<file path="config.mk">
export PLATFORM = sky130hd
export DESIGN_NAME = port_req_scheduler
export DESIGN_NICKNAME = d
export VERILOG_FILES = /design/src/rtl/pkg_2.sv /design/src/rtl/req_fifo.sv /design/src/rtl/port_req_scheduler.sv
export SDC_FILE = /design/constraint.sdc
export NUM_CORES = 1
export LEC_CHECK = 0
export CAP_MARGIN = 20
export CELL_PAD_IN_SITES_DETAIL_PLACEMENT = 1
export CELL_PAD_IN_SITES_GLOBAL_PLACEMENT = 1
export CORE_ASPECT_RATIO = 0.7
export CORE_MARGIN = 10
export CORE_UTILIZATION = 41
export DETAILED_ROUTE_END_ITERATION = 10
export PLACE_DENSITY = 0.83
export SYNTH_ARGS = -nofsm -noshare
export SYNTH_HDL_FRONTEND = slang
export SYNTH_SLANG_ARGS = --single-unit
export TNS_END_PERCENT = 30
</file>
<file path="constraint.sdc">
create_clock -name i_clk -period 2 [get_ports i_clk]
set_input_delay 0.4 -clock i_clk [delete_from_list [all_inputs] [get_ports i_clk]]
set_output_delay 0.4 -clock i_clk [all_outputs]
set_load 0.03 [all_outputs]
</file>
<file path="src/rtl/pkg_2.sv">
// Shared constants and types for the RAM port front-ends: data/address sizing,
// per-port latencies, the request record and the scheduler state encoding.
package pkg_2;

  localparam int DATA_WIDTH   = 8;
  localparam int MEM_DEPTH    = 16;
  localparam int ADDR_WIDTH   = $clog2(MEM_DEPTH);

  localparam int RD_LATENCY_A = 2;
  localparam int WR_LATENCY_A = 1;
  localparam int RD_LATENCY_B = 2;
  localparam int WR_LATENCY_B = 1;

  typedef struct packed {
    logic                  we;
    logic [ADDR_WIDTH-1:0] addr;
    logic [DATA_WIDTH-1:0] data;
  } req_t;

  typedef enum logic [1:0] {
    IDLE,
    ISSUE,
    STALL
  } sched_state_t;

endpackage

</file>
<file path="src/rtl/req_fifo.sv">
// Synchronous request FIFO. The head entry is read straight from the storage
// array; full is registered so the upstream ready never sees a combinational path.
module req_fifo
  import pkg_2::*;
#(
  parameter int DEPTH = 4
) (
  input  logic                   i_clk,
  input  logic                   i_rst,
  input  logic                   i_push,
  input  req_t                   i_push_data,
  input  logic                   i_pop,
  output req_t                   o_head,
  output logic                   o_full,
  output logic                   o_empty,
  output logic [$clog2(DEPTH):0] o_count
);

  localparam int PTR_W = $clog2(DEPTH);
  localparam int CNT_W = PTR_W + 1;

  req_t             mem_q [DEPTH];
  logic [PTR_W-1:0] wr_ptr_q, rd_ptr_q;
  logic [CNT_W-1:0] count_q, count_d;
  logic             full_q;

  always_comb begin
    // NOTE: default first so every path assigns count_d and no latch is inferred.
    count_d = count_q;
    if (i_push && !i_pop)      count_d = count_q + CNT_W'(1);
    else if (i_pop && !i_push) count_d = count_q - CNT_W'(1);
  end

  always_ff @(posedge i_clk or posedge i_rst) begin
    if (i_rst) begin
      wr_ptr_q <= '0;
      rd_ptr_q <= '0;
      count_q  <= '0;
      full_q   <= 1'b0;
    end else begin
      // NOTE: sequential state uses non-blocking assignments only.
      if (i_push) wr_ptr_q <= wr_ptr_q + PTR_W'(1);
      if (i_pop)  rd_ptr_q <= rd_ptr_q + PTR_W'(1);
      count_q <= count_d;
      full_q  <= (count_d == CNT_W'(DEPTH));
    end
  end

  // NOTE: storage is not reset; pointers and count alone decide which entries are live.
  always_ff @(posedge i_clk) begin
    if (i_push) mem_q[wr_ptr_q] <= i_push_data;
  end

  assign o_head  = mem_q[rd_ptr_q];
  assign o_full  = full_q;
  assign o_empty = (count_q == '0);
  assign o_count = count_q;

endmodule

</file>
<file path="src/rtl/port_req_scheduler.sv">
// Request front-end for one RAM port: buffers requests, issues one per cycle,
// holds reads behind in-flight writes to the same address, and tags read returns.
module port_req_scheduler #(
  parameter int DATA_WIDTH = pkg_2::DATA_WIDTH,
  parameter int ADDR_WIDTH = pkg_2::ADDR_WIDTH,
  parameter int FIFO_DEPTH = 4,
  parameter int RD_LATENCY = pkg_2::RD_LATENCY_A,
  parameter int WR_LATENCY = pkg_2::WR_LATENCY_A
) (
  input  logic                  i_clk,
  input  logic                  i_rst,
  input  logic                  i_req_valid,
  output logic                  o_req_ready,
  input  logic                  i_req_we,
  input  logic [ADDR_WIDTH-1:0] i_req_addr,
  input  logic [DATA_WIDTH-1:0] i_req_data,
  output logic                  o_mem_en,
  output logic                  o_mem_we,
  output logic [ADDR_WIDTH-1:0] o_mem_addr,
  output logic [DATA_WIDTH-1:0] o_mem_din,
  input  logic [DATA_WIDTH-1:0] i_mem_dout,
  output logic                  o_rsp_valid,
  output logic [ADDR_WIDTH-1:0] o_rsp_addr,
  output logic [DATA_WIDTH-1:0] o_rsp_data,
  output logic                  o_busy
);

  import pkg_2::*;

  localparam int CNT_W = $clog2(FIFO_DEPTH) + 1;

  sched_state_t                            state_q, state_d;
  req_t                                    push_req, head;
  logic                                    push, pop, fifo_full, fifo_empty, hazard;
  logic [CNT_W-1:0]                        fifo_count;
  logic                                    mem_we_q, mem_we_d;
  logic [ADDR_WIDTH-1:0]                   mem_addr_q, mem_addr_d;
  logic [DATA_WIDTH-1:0]                   mem_din_q, mem_din_d;
  logic [WR_LATENCY-1:0]                   wsh_vld_q;
  logic [WR_LATENCY-1:0][ADDR_WIDTH-1:0]   wsh_addr_q;
  logic [RD_LATENCY-1:0]                   rd_vld_q;
  logic [RD_LATENCY-1:0][ADDR_WIDTH-1:0]   rd_addr_q;
  logic                                    rsp_valid_q;
  logic [ADDR_WIDTH-1:0]                   rsp_addr_q;
  logic [DATA_WIDTH-1:0]                   rsp_data_q;

  assign push_req = '{we: i_req_we, addr: i_req_addr, data: i_req_data};
  assign push     = i_req_valid && o_req_ready;

  req_fifo #(.DEPTH(FIFO_DEPTH)) u_fifo (
    .i_clk       (i_clk),
    .i_rst       (i_rst),
    .i_push      (push),
    .i_push_data (push_req),
    .i_pop       (pop),
    .o_head      (head),
    .o_full      (fifo_full),
    .o_empty     (fifo_empty),
    .o_count     (fifo_count)
  );

  // A head read is unsafe while any write still inside the write latency targets it.
  always_comb begin
    hazard = 1'b0;
    for (int i = 0; i < WR_LATENCY; i++) begin
      if (wsh_vld_q[i] && (wsh_addr_q[i] == head.addr)) hazard = 1'b1;
    end
    hazard = hazard && !head.we && !fifo_empty;
  end

  always_comb begin
    state_d    = state_q;
    pop        = 1'b0;
    mem_we_d   = 1'b0;
    mem_addr_d = mem_addr_q;
    mem_din_d  = '0;
    if (fifo_empty) begin
      state_d = IDLE;
    end else if (hazard) begin
      state_d = STALL;
    end else begin
      state_d    = ISSUE;
      pop        = 1'b1;
      mem_we_d   = head.we;
      mem_addr_d = head.addr;
      mem_din_d  = head.we ? head.data : '0;
    end
  end

  always_ff @(posedge i_clk or posedge i_rst) begin
    if (i_rst) begin
      state_q     <= IDLE;
      mem_we_q    <= 1'b0;
      mem_addr_q  <= '0;
      mem_din_q   <= '0;
      wsh_vld_q   <= '0;
      wsh_addr_q  <= '0;
      rd_vld_q    <= '0;
      rd_addr_q   <= '0;
      rsp_valid_q <= 1'b0;
      rsp_addr_q  <= '0;
      rsp_data_q  <= '0;
    end else begin
      state_q    <= state_d;
      mem_we_q   <= mem_we_d;
      mem_addr_q <= mem_addr_d;
      mem_din_q  <= mem_din_d;

      // Write shadow is loaded together with the port registers, so it covers the issue cycle.
      wsh_vld_q[0]  <= pop && head.we;
      wsh_addr_q[0] <= head.addr;
      for (int i = 1; i < WR_LATENCY; i++) begin
        wsh_vld_q[i]  <= wsh_vld_q[i-1];
        wsh_addr_q[i] <= wsh_addr_q[i-1];
      end

      // Read pipe starts one cycle after issue so its last stage lines up with valid RAM data.
      rd_vld_q[0]  <= o_mem_en && !mem_we_q;
      rd_addr_q[0] <= mem_addr_q;
      for (int i = 1; i < RD_LATENCY; i++) begin
        rd_vld_q[i]  <= rd_vld_q[i-1];
        rd_addr_q[i] <= rd_addr_q[i-1];
      end

      rsp_valid_q <= rd_vld_q[RD_LATENCY-1];
      if (rd_vld_q[RD_LATENCY-1]) begin
        rsp_addr_q <= rd_addr_q[RD_LATENCY-1];
        rsp_data_q <= i_mem_dout;
      end
    end
  end

  assign o_req_ready = !fifo_full;
  assign o_mem_en    = (state_q == ISSUE);
  assign o_mem_we    = mem_we_q;
  assign o_mem_addr  = mem_addr_q;
  assign o_mem_din   = mem_din_q;
  assign o_rsp_valid = rsp_valid_q;
  assign o_rsp_addr  = rsp_addr_q;
  assign o_rsp_data  = rsp_data_q;
  assign o_busy      = (fifo_count != '0) || o_mem_en || (|rd_vld_q) || (|wsh_vld_q);

endmodule

</file>
== Word-level counts from Yosys, hierarchy flattened ==
Memory sizes are Yosys's and may differ from the RTL's.
Index checks and enable logic that the tools add are counted.

* Register bits after elaboration: 51
* Bits in latches: 0
* Bits in writable memories: 52
* Bits in read-only memories: 0
* Output and inout port bits: 29
* Memories kept: 1

{| class="wikitable"
|+ Memories
! memory !! words !! bits a word !! rd ports !! clocked after Yosys merged registers in !! write ports !! RTL line !! text
|-
| u_fifo.mem_q || 4 || 13 || 1 || 0 || 1 || req_fifo.sv:22 || <nowiki>req_t mem_q [DEPTH];</nowiki>
|}

* Add/subtract/negate cells: 4
* $mul: 0
* Divide/modulo/power cells: 0
* Order comparisons: 0
* Equality and inequality tests: 3
* Shifts and indexed selects: 0
* Muxes and demuxes: 14
* Bitwise operators: 2
* Reduce and logical (&&, ||, !) cells: 21

{| class="wikitable"
|+ Operators by type and width
! operator !! count
|-
| 2-to-1 mux 8 bit || 3
|-
| logical AND 1 bit || 8
|-
| 2-to-1 mux 1 bit || 7
|-
| logical NOT 1 bit || 6
|-
| 2-to-1 mux 3 bit || 2
|-
| adder 2 x 1 -> 2 bit, second input constant || 2
|-
| == test 4 bit || 1
|-
| 2-to-1 mux 2 bit || 2
|-
| adder 3 x 1 -> 3 bit, second input constant || 1
|-
| == test 3 bit, second input constant || 1
|-
| logical NOT 3 bit || 1
|-
| logical OR 1 bit || 3
|-
| nonzero test 3 bit || 1
|-
| subtractor 3 x 1 -> 3 bit, second input constant || 1
|-
| == test 2 x 1 -> 1 bit, second input constant || 1
|-
| inverter 1 bit || 2
|-
| AND reduction 2 bit || 1
|-
| OR reduction 2 bit || 1
|}

== Logic depth before layout (Yosys ltp) ==
Gate-level depths: netlist of run 1.
An unclocked memory read counts as a cell.

* Depth in word-level cells: 12
* Depth in mapped cells: 9
* Gate-level depth less buffers: 7

== Hierarchy ==
From an unflattened synthesis of run 1, not the netlist that was laid out.

* Cells, all modules: 209
* Area total of the unflattened synthesis: 3809.9 um^2

{| class="wikitable"
|+ By module, submodules not included
! module !! instances !! cells each !! area an instance (um^2)
|-
| req_fifo || 1 || 122 || 2407.3
|-
| port_req_scheduler || 1 || 87 || 1402.6
|}

== Worst setup path before layout of run 1 ==
Ideal clock, no wire load.

* Path kind: flip-flop to flip-flop
* From: reg u_fifo.rd_ptr_q[0]
* To: reg u_fifo.full_q (netlist: u_fifo.o_full)
* Arrival: 2.054 ns
* Data required time: 1.906 ns
* Setup slack: -0.148 ns
* Stages on the path, launching flop included: 8
* Period minus slack after synthesis: 2.148 ns
* Path through: dfrtp_1 buf_6 mux4_2 xor2_1 nor3_2 a21o_4 mux2_2 a211oi_1

{| class="wikitable"
|+ RTL lines
! item !! RTL line !! text
|-
| from (decl) || req_fifo.sv:23 || <nowiki>logic [PTR_W-1:0] wr_ptr_q, rd_ptr_q;</nowiki>
|-
| from (signal assigned) || req_fifo.sv:43 || <nowiki>if (i_pop) rd_ptr_q <= rd_ptr_q + PTR_W'(1);</nowiki>
|-
| to (signal assigned) || req_fifo.sv:45 || <nowiki>full_q <= (count_d == CNT_W'(DEPTH));</nowiki>
|-
| to (decl) || req_fifo.sv:25 || <nowiki>logic full_q;</nowiki>
|}

==> results of run 1 <==
cell usage after synthesis:
master    count
ha_1          7
nor3_1        3
buf_2         1
nand3_1       2
inv_2         1
clkbuf_1      1
nand2b_1      2
mux4_2       13
a211oi_1      1
a21o_4        1
and3_1        8
or3_1         1
o22a_1        1
nor3b_2       1
and2_1        4
nor2b_1       2
o311a_1       1
nor3_2        1
nand2_1      19
maj3_2        1
xor2_1        4
nor2_1        4
edfxtp_1     52
inv_1         8
buf_6         1
mux2i_1       1
buf_1         2
o21ai_0       2
xnor2_1       6
a21oi_1       1
mux2_2       13
buf_4         1
a32oi_1       1
dfrtp_1      50
layout by cell type, fill, tap and decap left out, types with 2 or more instances in the layout:
cell / n
dfrtp_1: 50
edfxtp_1: 52
dlygate4sd2_1: 2
clkdlybuf4s50_1: 50
and2_1: 4
inv_2: 2
mux4_2: 13
nor3_1: 3
nand2_1: 18
bufinv_16: 2
nor2b_1: 2
xnor2_1: 6
and3_1: 8
mux2_2: 12
buf_4: 33
inv_1: 7
xor2_1: 4
nand3_1: 2
nor2_1: 3
ha_1: 7
nand2b_1: 2
buf_12: 4
clkbuf_16: 9
o21ai_0: 2
area by class of cell:
type | instances | area [sq um]
fill | 852 | 3940
tap | 124 | 155
sequential | 102 | 2810
multi-input combinational | 100 | 955
inverter | 9 | 33.8
clock buffer | 10 | 229
clock inverter | 6 | 85.1
timing repair buffer | 90 | 857
through the flow:
| step | cells | setup TNS, ns | worst slack [ns] |
|---|---|---|---|
| after global placement | 421 | -0.284 | -0.152 |
| after global routing | 441 | -2.55 | -0.372 |
| final | 441 | -1.18 | -0.257 |
| after CTS | 440 | -1.02 | -0.227 |
| after detailed placement | 421 | -0.740 | -0.225 |
| after floorplan | 217 | -0.245 | -0.128 |
logic make-up (layout without fill, tap and decap cells):
group,Yosys count,after routing
muxes,27,27
adders and majority gates,8,8
DFF,102,102
buffers and inverters,15,115
AOI/OAI and AO/OA,8,8
xor gates and xnor gates,10,10
and+or+nand+nor,47,47
power groups by stage:
stage / clock network [W] / registers, W / logic, W
2_1_floorplan: 0 / 0.00370 / 0.00153
3_3_place_gp: 0 / 0.00324 / 0.00342
3_5_place_dp: 0 / 0.00329 / 0.00353
4_1_cts: 0.00187 / 0.00326 / 0.00362
5_1_grt: 0.00198 / 0.00333 / 0.00389
6_report: 0.00183 / 0.00325 / 0.00361
layer usage:
layer  vias to the layer above  GRT usage  share of wire
li1                        977          -              -
met1                      1130      0.156           0.42
met2                        56      0.235           0.51
met3                        11     0.0453          0.057
met4                         0     0.0437          0.012
met5                         -          0              0
worst max-delay path by stage:
stage                            start           endpoint  slack [ns]  cells past startpoint
detailed placement  u_fifo.rd_ptr_q[0]  u_fifo.o_count[1]       -0.23                      8
floorplan           u_fifo.rd_ptr_q[0]  u_fifo.o_count[1]       -0.13                      8
finish              u_fifo.rd_ptr_q[0]  u_fifo.o_count[1]       -0.26                      8
CTS                 u_fifo.rd_ptr_q[0]  u_fifo.o_count[1]       -0.23                      8
global route        u_fifo.rd_ptr_q[0]      u_fifo.o_full       -0.37                      9
global placement    u_fifo.rd_ptr_q[0]  u_fifo.o_count[1]       -0.15                      8
sequential cells by signal, summed over array words and instances, names as in the netlist, 3 cells and up:
signal          flops
wsh_addr_q          4
o_mem_din           8
o_rsp_data          8
o_mem_addr          4
u_fifo.mem_q       52
u_fifo.o_count      3
o_rsp_addr          4
rd_addr_q           8
worst register-to-register path: cells and delay by family (launching register included):
| kind | cells | cell delay [ns] |
|---|---|---|
| multiplexers | 1 | 0.52 |
| flip-flops | 1 | 0.39 |
| AO/OA/AOI/OAI | 2 | 0.34 |
| adder cells (fa/ha/maj) | 1 | 0.29 |
| AND/OR/NAND/NOR | 1 | 0.25 |
| XOR/XNOR | 1 | 0.19 |
| buffers and inverters | 2 | 0.18 |
what timing repair did:
item | 4_1_cts | 5_1_grt
setup endpoints to repair | 11 | 13
setup buffers | 3 | 1
pin swaps | 3 | 3
resized for setup | 3 | 2
==> impl_metrics.tcl, run 1 <==
set metrics [dict create \
    worstRegToRegCells 8 \
    intPower_w 0.00578 \
    cap_viol_max_count 0 \
    arrival_ns 2.49 \
    reg2reg_to "u_fifo.o_count[1]" \
    synth_cell_types 34 \
    routedWlPerCell_um 20.0 \
    place_area_sq_mm 0.00478 \
    port_buffers 52 \
    cts_buffers 9 \
    die_h_um 101 \
    dieArea_sq_mm 0.0136 \
    tightest_slew_ns 0.412 \
    finalPower_w 0.00869 \
    htree_levels 3 \
    grt_pass1_vias 2468 \
    p_leak_nw 2.05 \
    critPathTopFamily "multiplexers" \
    grt_antenna_before_repair 0 \
    worstHoldPathCells 0 \
    synth-xor-area-share 0.0229 \
    hold_viol_final 0 \
    path_cells "buf_4 -> mux4_2 -> xor2_1 -> nor3_2 -> a21o_4 -> inv_2 -> maj3_2 -> o22a_1" \
    vias 2174 \
    grt_usage 0.136 \
    setup_viol 11 \
    switching_share 0.335 \
    grt_max_degree 20 \
    synth_area_leaders "edfxtp_1, dfrtp_1, mux4_2" \
    initial_core_util 0.421 \
    power.switching_w 0.00291 \
    drc 0 \
    syn_area_sq_mm 0.00382 \
    yosys.area_share.adder 0.0259 \
    via_per_inst 4.93 \
    synth_mux_area_frac 0.118 \
    skew_ns 0.00512 \
    synth_top_cell_area_share 0.409 \
    synthCells 217 \
    diodes 0 \
    cts_hold_buf 0 \
    grt_pass1_wl_um 13900 \
    firstDrtPassIters 6 \
    syn2layout_area_growth_pct 34.1 \
    drive_above_1_share 0.274 \
    ys_seq_area_frac 0.736 \
    r2r_start "u_fifo.rd_ptr_q[0]" \
    path_buf_inv 2 \
    rows 29 \
    r2r_setup_slack_ns -0.26 \
    min_to "rd_addr_q[7]" \
    coreArea_sq_mm 0.00907 \
    place_congestion 0.832 \
    max_freq_mhz 443 \
    cts_tree "yes" \
    vdd_ir_drop_max_mv 0.649 \
    slew_viol_final 0 \
    ys_seq_elements 102 \
    seqPwrFrac 0.374 \
    synth_nets 248 \
    cp-start-kind "register" \
    path_max_fanout 4 \
    synth_top_family_by_area "multiplexers" \
    synth-compound-area-share 0.0170 \
    fin_ws_ns -0.257 \
    path_clk_slew_ns 0.07 \
    fin_hold_ws_ns 0.348 \
    cp_slowest_cell "mux4_2" \
    hpwl_um 6330 \
    worst_ep_required_time_ns 2.23 \
    worstSetupPathType "reg -> reg" \
    die_x_um 135 \
    min_path_type "reg -> reg" \
    end_kind "register" \
    fin_area_sq_mm 0.00513 \
    grt_overflow 0 \
    drt_wl_total_um 8840 \
    relSlewSlack 0.725 \
    nets 343 \
    boundaryPins 53 \
    fin_util 0.565 \
    clk_latency_ns 0.34 \
    period_share 1.13 \
    synth-simple-area-share 0.0628 \
    rsz0062_at_grt "yes" \
    violations "setup timing" \
    comb_power_share 0.415 \
    first_iter_violations 109 \
    clock_path_buffers 2 \
    cts_root_buf "clkbuf_16" \
    ant_nets 0 \
    powerDensity_mw_per_mm2 1700 \
    ys_warn_count 0 \
    status "finished with violations" \
    postSynthAreaPerCell_sq_um 17.6 \
    p_clk_frac 0.211 \
    yosysTopAreaCell "edfxtp_1" \
    slowest_delay_ns 0.52 \
    period_minus_slack_ns 2.26 \
    cts_sinks 102 \
    holdCritStartpoint "rd_addr_q[3]" \
]
Note: power is estimated with default switching activity, not from simulation.
==> run 2: changes to the inputs <==
- SLEW_MARGIN: not set -> 10
==> results of run 2 <==
The final DEF is identical to that of run 1; final timing and power are the same.
==> run 3: changes to the inputs <==
- CORE_MARGIN: 10 -> 2
- CTS_CLUSTER_SIZE: not set -> 14
- HOLD_SLACK_MARGIN: not set -> 0.12
==> impl_metrics.tcl, run 3 (same netlist as run 1, synthesis figures left out) <==
set metrics [dict create \
    die_h_um 84.8 \
    regMostFlops "u_fifo.mem_q" \
    path_max_fanout 5 \
    fin_tns_setup_ns -2.03 \
    routedWlPerCell_um 18.4 \
    cp-start-kind "register" \
    clock_path_buffers 2 \
    cts_sinks 102 \
    vdd_ir_drop_max_mv 0.683 \
    worst_ep_required_time_ns 2.22 \
    comb_power_share 0.417 \
    ant_nets 0 \
    cts_hold_buf 0 \
    dieArea_sq_mm 0.0101 \
    vias 2129 \
    period_share 1.16 \
    cts_buffers 9 \
    holdCritStartpoint "rd_addr_q[0]" \
    slowest_delay_ns 0.53 \
    fin_ws_ns -0.323 \
    final_cell_mix "edfxtp_1, clkdlybuf4s50_1, dfrtp_1" \
    path_buf_inv 2 \
    r2r_start "u_fifo.rd_ptr_q[0]" \
    power.switching_w 0.00282 \
    layout_commonest_cell "edfxtp_1" \
    setup_viol 11 \
    end_kind "register" \
    die_x_um 119 \
    worstSetupPathType "reg -> reg" \
    via_per_inst 4.87 \
    first_iter_violations 108 \
    relSlewSlack 0.701 \
    hold_viol_final 0 \
    diodes 0 \
    initial_core_util 0.421 \
    tightest_slew_ns 0.449 \
    coreArea_sq_mm 0.00907 \
    intPower_w 0.00559 \
    slew_viol_final 0 \
    clk_latency_ns 0.34 \
    status "finished with violations" \
    stdcell_count 437 \
    drc 0 \
    violations "setup timing" \
    finalPower_w 0.00841 \
    boundaryPins 53 \
    fin_hold_ws_ns 0.353 \
    seqPwrFrac 0.387 \
    grt_antenna_before_repair 0 \
    path_clk_slew_ns 0.06 \
    min_path_type "reg -> reg" \
    powerDensity_mw_per_mm2 1660 \
    max_freq_mhz 431 \
    p_leak_nw 2.02 \
    cp-startpoint "u_fifo.rd_ptr_q[0]" \
    switching_share 0.335 \
    grt_pass1_vias 2394 \
    cts_tree "yes" \
    rows 29 \
    cap_viol_max_count 0 \
    critPathTopFamily "multiplexers" \
    arrival_ns 2.55 \
    grt_max_degree 51 \
    hpwl_um 5590 \
    nets 339 \
    place_congestion 0.772 \
    p_clk_frac 0.196 \
    cts_root_buf "clkbuf_16" \
    placed_cells 420 \
    drive_above_1_share 0.256 \
    rsz0062_at_grt "yes" \
    syn2layout_area_growth_pct 32.3 \
    htree_levels 3 \
    path_cells "buf_12 -> mux4_2 -> xor2_1 -> nor3b_2 -> a21o_4 -> inv_2 -> maj3_2 -> o22a_1" \
    drt_wl_total_um 8030 \
    grt_overflow 0 \
    cp_slowest_cell "mux4_2" \
    grt_pass1_wl_um 13100 \
    firstDrtPassIters 4 \
    grt_usage 0.175 \
    largest_reg_flops 52 \
    port_buffers 52 \
    period_minus_slack_ns 2.32 \
    skew_ns 0.00900 \
]
run 3: changes by cell type in the layout (fill, tap and decap cells not counted), sizes merged:
cell / change
clkinvlp: -1
inv: -1
dlygate4sd2: -1
clkbuf: +3
bufinv: -1
buf: -3
run 3: worst register-to-register path, cell delays in order, from the launching register on:
cell and delay (ns):
dfrtp_1 0.39, buf_12 0.13, mux4_2 0.53, xor2_1 0.18
nor3b_2 0.27, a21o_4 0.19, inv_2 0.05, maj3_2 0.32
o22a_1 0.16
run 3: final timing paths:
path                                          end  slack (ns)  cells past startpoint
worst max register to register  u_fifo.o_count[1]       -0.32                      8
worst min-delay path                 rd_addr_q[4]        0.35                      0
worst min register to register       rd_addr_q[4]        0.35                      0
worst max-delay path            u_fifo.o_count[1]       -0.32                      8
max in group asynchronous            o_mem_din[1]        1.34                      3
min in group asynchronous            o_mem_din[3]        0.44                      3
run 3: stage by stage:
| step | cell area [sq um] | setup WS (ns) | util |
|---|---|---|---|
| 2_1_floorplan | 3830 | -0.128 | - |
| 3_3_place_gp | 4770 | -0.207 | 0.526 |
| 3_5_place_dp | 4770 | -0.272 | 0.526 |
| 4_1_cts | 5040 | -0.357 | 0.556 |
| 5_1_grt | 5060 | -0.443 | 0.558 |
| 6_report | 5060 | -0.323 | 0.558 |
run 3: cell type report:
type                    count  area [sq um]
repair buffers             86           820
inverters                   9          33.8
clock inverters             3          37.5
well taps                 124           155
fillers                   858          4010
clock buffers              13           240
multi-input cells         100           960
flip-flops and latches    102          2810
run 3: what timing repair did:
| action | in CTS | in global routing |
|---|---|---|
| setup buffers | 0 | 1 |
| setup endpoints to repair | 13 | 11 |
| pin swaps | 1 | 1 |
| resized for setup | 7 | 1 |
run 3: per-layer routing:
| layer | GRT usage | share of wire |
|---|---|---|
| met3 | 0.0584 | 0.054 |
| met5 | 0 | 0 |
| met4 | 0.0417 | 0.0082 |
| met1 | 0.226 | 0.44 |
| met2 | 0.292 | 0.50 |
run 3: power groups by stage:
stage	combinational [W]	sequential [W]	clock (W)
floorplan	0.00153	0.00370	0
global placement	0.00334	0.00324	0
detailed placement	0.00348	0.00329	0
CTS	0.00352	0.00326	0.00170
global route	0.00376	0.00334	0.00177
finish	0.00351	0.00325	0.00165
